<file path="config.mk">
export PLATFORM = sky130hd
export DESIGN_NAME = debug_addr_seq
export DESIGN_NICKNAME = d
export VERILOG_FILES = /design/src/rtl/debug_addr_seq.sv
export SDC_FILE = /design/constraint.sdc
export NUM_CORES = 1
export LEC_CHECK = 0
export BUFFER_PORTS_ARGS = -buffer_cell sky130_fd_sc_hd__buf_4
export CAP_MARGIN = 0
export CORE_MARGIN = 3
export CORE_UTILIZATION = 25
export DETAILED_ROUTE_END_ITERATION = 10
export PLACE_DENSITY = 0.47
export SYNTH_ARGS = -nofsm -noshare
export SYNTH_HDL_FRONTEND = slang
export SYNTH_SLANG_ARGS = --single-unit
</file>
<file path="constraint.sdc">
create_clock -name clk -period 6.3 [get_ports clk]
set_input_delay 0.315 -clock clk [delete_from_list [all_inputs] [get_ports clk]]
set_output_delay 0.315 -clock clk [all_outputs]
set_load 0.1 [all_outputs]
</file>
<file path="src/rtl/debug_addr_seq.sv">
// debug_addr_seq: strided debug address sweep over a latched range with WRAP, ONESHOT and PINGPONG modes.
module debug_addr_seq #(
  parameter int LENGTH = 12000,
  parameter int WIDTH  = $clog2(LENGTH),
  parameter int STEP_W = 8,
  parameter int CNT_W  = 16
) (
  input  logic              clk,
  input  logic              rstn,
  input  logic              start,
  input  logic              stop,
  input  logic [WIDTH-1:0]  cfg_base,
  input  logic [WIDTH-1:0]  cfg_limit,
  input  logic [STEP_W-1:0] cfg_step,
  input  logic [1:0]        cfg_mode,
  input  logic              addr_ready,
  output logic [WIDTH-1:0]  debug_addr,
  output logic              addr_valid,
  output logic              busy,
  output logic              done,
  output logic              cfg_err,
  output logic [CNT_W-1:0]  pass_cnt
);
  localparam int AW = WIDTH + 1;
  localparam logic [1:0] M_WRAP = 2'b00;
  localparam logic [1:0] M_ONE  = 2'b01;
  typedef enum logic [1:0] {IDLE, RUN, DONE} state_t;
  state_t            state_q;
  logic [WIDTH-1:0]  addr_q, base_q, limit_q, addr_d;
  logic [STEP_W-1:0] step_q;
  logic [1:0]        mode_q;
  logic [CNT_W-1:0]  pass_q, pass_d, pass_inc;
  logic              dir_q, dir_d, err_q, fin, up_ok, dn_ok, cfg_bad;
  logic [AW-1:0]     step_x, up_sum;
  logic [WIDTH-1:0]  dn_addr;
  // Range checks are done one bit wider so neither cur+step nor base+step can wrap.
  assign step_x   = AW'(step_q);
  assign up_sum   = {1'b0, addr_q} + step_x;
  assign dn_addr  = addr_q - WIDTH'(step_q);
  assign up_ok    = up_sum <= {1'b0, limit_q};
  assign dn_ok    = {1'b0, addr_q} >= ({1'b0, base_q} + step_x);
  assign pass_inc = (&pass_q) ? pass_q : pass_q + 1'b1;
  assign cfg_bad  = (cfg_base > cfg_limit) | (32'(cfg_limit) >= LENGTH) | (cfg_step == '0) | (cfg_mode == 2'b11);
  always_comb begin
    addr_d = addr_q;
    dir_d  = dir_q;
    pass_d = pass_q;
    fin    = 1'b0;
    if (!dir_q) begin
      if (up_ok) addr_d = up_sum[WIDTH-1:0];
      else if (mode_q == M_WRAP) begin
        addr_d = base_q;
        pass_d = pass_inc;
      end else if (mode_q == M_ONE) fin = 1'b1;
      else begin
        dir_d  = 1'b1;
        addr_d = dn_ok ? dn_addr : addr_q;
      end
    end else if (dn_ok) addr_d = dn_addr;
    else begin
      dir_d  = 1'b0;
      pass_d = pass_inc;
      addr_d = up_ok ? up_sum[WIDTH-1:0] : addr_q;
    end
  end
  always_ff @(posedge clk or negedge rstn) begin
    if (!rstn) begin
      state_q <= IDLE;
      addr_q  <= '0;
      base_q  <= '0;
      limit_q <= '0;
      step_q  <= '0;
      mode_q  <= '0;
      pass_q  <= '0;
      dir_q   <= 1'b0;
      err_q   <= 1'b0;
    end else begin
      err_q <= 1'b0;
      case (state_q)
        IDLE: if (start) begin
          if (cfg_bad) err_q <= 1'b1;
          else begin
            state_q <= RUN;
            base_q  <= cfg_base;
            limit_q <= cfg_limit;
            step_q  <= cfg_step;
            mode_q  <= cfg_mode;
            addr_q  <= cfg_base;
            dir_q   <= 1'b0;
            pass_q  <= '0;
          end
        end
        RUN: if (stop) state_q <= IDLE;
        else if (addr_ready) begin
          addr_q  <= addr_d;
          dir_q   <= dir_d;
          pass_q  <= fin ? CNT_W'(1) : pass_d;
          state_q <= fin ? DONE : RUN;
        end
        default: state_q <= IDLE;
      endcase
    end
  end
  assign debug_addr = addr_q;
  assign addr_valid = state_q == RUN;
  assign busy       = state_q == RUN;
  assign done       = state_q == DONE;
  assign cfg_err    = err_q;
  assign pass_cnt   = pass_q;
endmodule

</file>
; ---- After elaboration in Yosys (flattened, before gate mapping)
; Index checks and enable logic that the tools add are counted.
[word_totals]
ff_bits = 72
wordCells = 92
input_bits = 43
output_inout_bits = 34
[op_classes]
magnitude_cmp = 4
n_eq_ne = 15
n_mux = 46
bitwise = 4
n_addsub = 4
n_reduce_logical = 10
[ops]
columns = op, n
row1 = 16-bit two-way mux, 10
row2 = 14-bit two-way mux, 11
row3 = 16-bit case mux with 2 select lines, 1
row4 = 14-bit by 8-bit adder with 15-bit output, 2
row5 = 14-bit case mux with 2 select lines, 1
row6 = "16-bit by 1-bit adder with 16-bit output, second input constant", 1
row7 = 1-bit two-way mux, 16
row8 = 16-bit AND reduction, 1
row9 = 8-bit AND reduction, 2
row10 = 14-bit by 15-bit greater-or-equal comparator with 1-bit output, 1
row11 = 15-bit by 14-bit <= comparator with 1-bit output, 1
row12 = "14-bit greater-or-equal comparator, second input constant", 1
row13 = 14-bit greater-than comparator, 1
row14 = 14-bit by 8-bit subtractor with 14-bit output, 1
row15 = 2-bit two-way mux, 5
row16 = 8-bit logical NOT, 1
row17 = "2-bit inequality test, second input constant", 4
row18 = "4-bit by 1-bit inequality test with 1-bit output, second input constant", 2
row19 = "4-bit inequality test, second input constant", 2
row20 = 3-bit AND reduction, 2
row21 = "5-bit inequality test, second input constant", 1
row22 = 5-bit AND reduction, 1
row23 = "2-bit by 1-bit == test with 1-bit output, second input constant", 2
row24 = "2-bit == test, second input constant", 2
row25 = other kinds (8), 11

; ---- Longest topological paths before layout
[logic_depth]
ltp_word = 10
mapped_depth = 20
depth_no_buf = 18

; ---- Worst setup path after synthesis
; No wires, ideal clock.
[synth_timing]
path_kind = flip-flop to flip-flop
from = reg addr_q[1] (netlist: debug_addr[1])
to = reg pass_q[9] (netlist: pass_cnt[9])
setup_slack_ps = 1352
t_arrival_ps = 4870
path_stages_with_launch = 19
required_ps = 6222
setup_time_ps = 78
period_less_slack_ps = 4948
n_path_buf = 2
cell_sequence = dfrtp_1 > inv_1 > fa_1 > nor2_4 > o221ai_2 > a211oi_4 > nand3_1 > xnor2_1 > ha_1 > a21o_1 > a21oi_1 > or3b_1 > o21ai_2 > a21oi_4 > nor3_2 > buf_6 > buf_2 > o31ai_1 > a21oi_1
[synth_via]
elab_chain_len = 8
word_cells_on_any_way = 13
classes_between = 1 x add/sub / 2 x order compare / 3 x eq/ne / 6 x mux / 1 x reduce/logical
[synth_lines]
columns = element, line_no
row1 = from (decl), 29  ; logic [WIDTH-1:0] addr_q, base_q, limit_q, addr_d;
row2 = from (signal assigned), 88  ; addr_q <= cfg_base;
row3 = from (signal assigned), 95  ; addr_q <= addr_d;
row4 = 14-bit by 8-bit adder with 15-bit output, 38  ; assign up_sum = {1'b0, addr_q} + step_x;
row5 = 15-bit by 14-bit <= comparator with 1-bit output, 40  ; assign up_ok = up_sum <= {1'b0, limit_q};
row6 = 1-bit two-way mux, 50  ; if (up_ok) addr_d = up_sum[WIDTH-1:0];
row7 = 1-bit two-way mux, 49  ; if (!dir_q) begin
row8 = 16-bit two-way mux, 97  ; pass_q <= fin ? CNT_W'(1) : pass_d;
row9 = 16-bit two-way mux, 94  ; else if (addr_ready) begin
row10 = 16-bit two-way mux, 93  ; RUN: if (stop) state_q <= IDLE;
row11 = 16-bit case mux with 2 select lines, 79  ; case (state_q)
row12 = to (signal assigned), 97
row13 = to (decl), 32  ; logic [CNT_W-1:0] pass_q, pass_d, pass_inc;
; Several ways; a longest one is shown, not always the timed one. The select of a mux whose other input is x is not followed.
; A chain may end at the register's enable or synchronous reset.

; ---- Worst setup path in the final report
[layout_timing]
from = reg addr_q[1] (netlist: debug_addr[1])
to = reg addr_q[8] (netlist: debug_addr[8])
[layout_via]
elab_chain_len = 9
word_cells_on_any_way = 18
classes_between = 2 x add/sub / 2 x order compare / 3 x eq/ne / 10 x mux / 1 x reduce/logical
[layout_lines]
columns = element
row1 = branches (longest 9 deep; another with 14-bit by 8-bit adder with 15-bit output)
; Parallel ways; which one is timed is not known. The select of a mux whose other input is x is not followed.

==> run_results.csv <==
group,metric,value,unit
die,rows,56,
logic_synthesis,syn_avg_cell_area,8.86,µm²
logic_synthesis,synth-async-reset-ratio,100,%
drt,viasPerCell,5.01,
clock_network,clockBufferDepth,2,
logic_synthesis,yosys.area.top_type,"dfrtp_1",
power,power.density,570,mW/mm²
sta,hold_viol,0,
clock_network,numCtsBuffers,9,
worst_setup_path,endpoint_kind,"flip-flop",
place,io_buffers,76,
die,core_area,0.0238,mm²
place,dp_hpwl,15.3,mm
status,status,"finished, final reports clean",
sta,slew_viol_final,0,
worst_setup_path,rr_startpoint,"debug_addr[1]",
sta,setup_viol,0,
die,fp.dieH,163,µm
logic_synthesis,synth_warnings,0,
drt,dr.pass1.iters,5,
sta,worst_pin_slew,1070,ps
power,peakVddDrop,0.000184,V
logic_synthesis,synth_top_cells_by_count,"72 x dfrtp_1, 67 x ha_1, 60 x inv_1, 60 x nand2_1, 49 x a21oi_1",
clock_network,post_cts_buffers,0,
worst_setup_path,slowest_stage,"fa_1",
job,cap_viol_max_count,0,
logic_synthesis,synth_fp_nets,807,
clock_network,clock-root-buffer,"clkbuf_16",
drt,wirelength,19.6,mm
sta,min_period,5010,ps
power,pwr-share-seq,19.7,%
worst_setup_path,crit_type,"flip-flop to flip-flop",
global_routing,grt_pass1_wl,30.6,mm
logic_synthesis,syn_area,0.00615,mm²
global_routing,grt_usage,14.9,%
drt,wl_per_cell,18.0,µm
clock_network,hold_buffers,0,
final_layout,fin_nets,875,
sta,rsz0062_at_grt,"no",
logic_synthesis,ys_seq_area_share,29.3,%
logic_synthesis,synth_area_leaders,"dfrtp_1 29%, ha_1 14%, a21oi_1 4.0%, inv_1 3.7%, nand2_1 3.7%",
sta,finalCritPeriodShare,79.6,%
power,p_sw_share,53.8,%
worst_setup_path,crit_chain,"inv_1 -> fa_1 -> nor2_4 -> o221ai_2 -> a211oi_4 -> nand3_1 -> xnor2_1 -> ha_1 -> a21o_1 -> a21oi_1 -> or3b_1 -> o21ai_2 -> nand2_1 -> a31o_1 -> a211oi_1 -> o22ai_1",
worst_setup_path,startpoint_type,"flip-flop",
clock_network,ctsResizeCount,0,
power,power.internal,0.00192,W
clock_network,clk-insertion-delay-late,350,ps
drt,ant_nets,0,
power,p_leak,3.17,nW
sta,clock_skew,9.81,ps
die,initial_utilization,25.8,%
logic_synthesis,synthCells,694,
global_routing,grt_max_degree,73,
worst_setup_path,crit_start,"debug_addr[1]",
sta,max_freq,199,MHz
power,p_sw,0.00224,W
sta,setup_tns,0,ps
worst_setup_path,cp_max_fo,14,
worst_setup_path,cp.required,6490,ps
worst_setup_path,arrival,5210,ps
clock_network,clk_pin_slew,70,ps
clock_network,cts_tree,"yes",
drt,dr_total_vias,5437,
clock_network,clock-sinks,72,
die,ios,77,
final_layout,areaGrowthSynthToFinish,18.8,%
power,comb_power_share,67.8,%
logic_synthesis,ys.flop_type,"dfrtp_1",
logic_synthesis,ys_types,83,
final_layout,diodes,0,
power,clkPwrFrac,12.4,%
logic_synthesis,yosysMostFrequentCell,"dfrtp_1",
final_layout,layout-drive-gt1-share,18.6,%
global_routing,grt_pass1_vias,5143,
logic_synthesis,synth-seq-cells,72,
clock_network,htreeDepth,3,
place,gp_congestion,0.846,
drt,remaining_drc_errors,0,
die,fp.dieArea,0.0265,mm²
logic_synthesis,yosysTopAreaCellShare,29.3,%
die,die_w,163,µm
worst_setup_path,max_stage_delay,560,ps
global_routing,antenna_found_initial,0,
drt,drtIter0Drc,351,
sta,max-slew-margin-rel,28.7,%
global_routing,overflow,0,
logic_synthesis,synth_edf_count,0,
min_path,holdCritPathClass,"input port to asynchronous set/reset pin",
final_layout,final_core_util,30.7,%
per-layer routing:
metal	vias to the layer above	GRT usage [%]	wire length [µm]
met2	147	22.8	8720
met5	-	0	0
met3	23	2.29	903
li1	2686	-	-
met4	0	5.04	399
met1	2581	21.5	9560
power groups by stage:
stage	combinational (W)	sequential, W	clock, W
global route	0.00309	0.000853	0.000553
floorplan	0.00184	0.00110	0
finish	0.00282	0.000822	0.000518
global placement	0.00282	0.000838	0
detailed placement	0.00281	0.000834	0
CTS	0.00282	0.000827	0.000535
sequential cells by signal (all words and copies together), names as in the netlist:
register / cells
cfg_err: 1
step_q: 8
limit_q: 14
pass_cnt: 16
base_q: 14
debug_addr: 14
mode_q: 2
state_q: 2
dir_q: 1
layout by cell type, fill, tap and decap left out, types with 13 or more instances in the layout:
cell / netlist / final
mux2_2: 19 / 19
buf_4: 1 / 80
nand3_1: 24 / 24
nor2_1: 38 / 37
a21oi_1: 49 / 49
o21ai_0: 42 / 42
inv_1: 60 / 60
xnor2_1: 15 / 15
ha_1: 67 / 67
o31ai_1: 13 / 13
dfrtp_1: 72 / 72
nand2_1: 60 / 60
xor2_1: 13 / 13
final cells by class:
type / instances / area [µm²]
clock inverter: 4 / 27.5
fill: 2579 / 16500
clock buffer: 12 / 267
tap: 319 / 399
sequential: 72 / 1800
timing repair buffer: 80 / 601
inverter: 61 / 229
multi-input combinational: 538 / 3980
metrics by stage:
| stage | instances | hold slack [ps] | setup slack, ps | total power (W) | instance area, µm² |
|---|---|---|---|---|---|
| after floorplan | 694 | 19.4 | 1350 | 0.00294 | 6150 |
| after global placement | 1070 | 462 | 1350 | 0.00366 | 7010 |
| after detailed placement | 1070 | 464 | 1270 | 0.00365 | 7010 |
| after CTS | 1086 | 170 | 1240 | 0.00419 | 7300 |
| after global routing | 1086 | 182 | 957 | 0.00450 | 7300 |
| final | 1086 | 122 | 1290 | 0.00416 | 7300 |
final timing paths:
check	end	cells past startpoint	slack [ps]
hold reg to reg	state_q[0]	1	470
hold / removal	pass_cnt[4]	1	120
max in group asynchronous	step_q[7]	1	5500
setup reg to reg	debug_addr[8]	16	1290
setup / recovery	debug_addr[8]	16	1290
min in group clk	limit_q[1]	3	180
worst max-delay path: cells and delay by family, from the launching register on:
kind                       cells  cell delay (ps)
and+or+nand+nor                4              970
buffers and inverters          1              160
adders and majority gates      2              840
xor gates and xnor gates       1              220
AOI/OAI and AO/OA              8             2190
DFF                            1              460
kinds of logic after synthesis:
kind of cell,synth area share [%]
XOR/XNOR,3.99
flip-flops,29.3
AND/OR/NAND/NOR,18.6
multiplexers,4.05
AO/OA/AOI/OAI,23.3
buffers and inverters,6.10
adder cells (fa/ha/maj),14.6
Note: power is estimated with default switching activity, not from simulation.
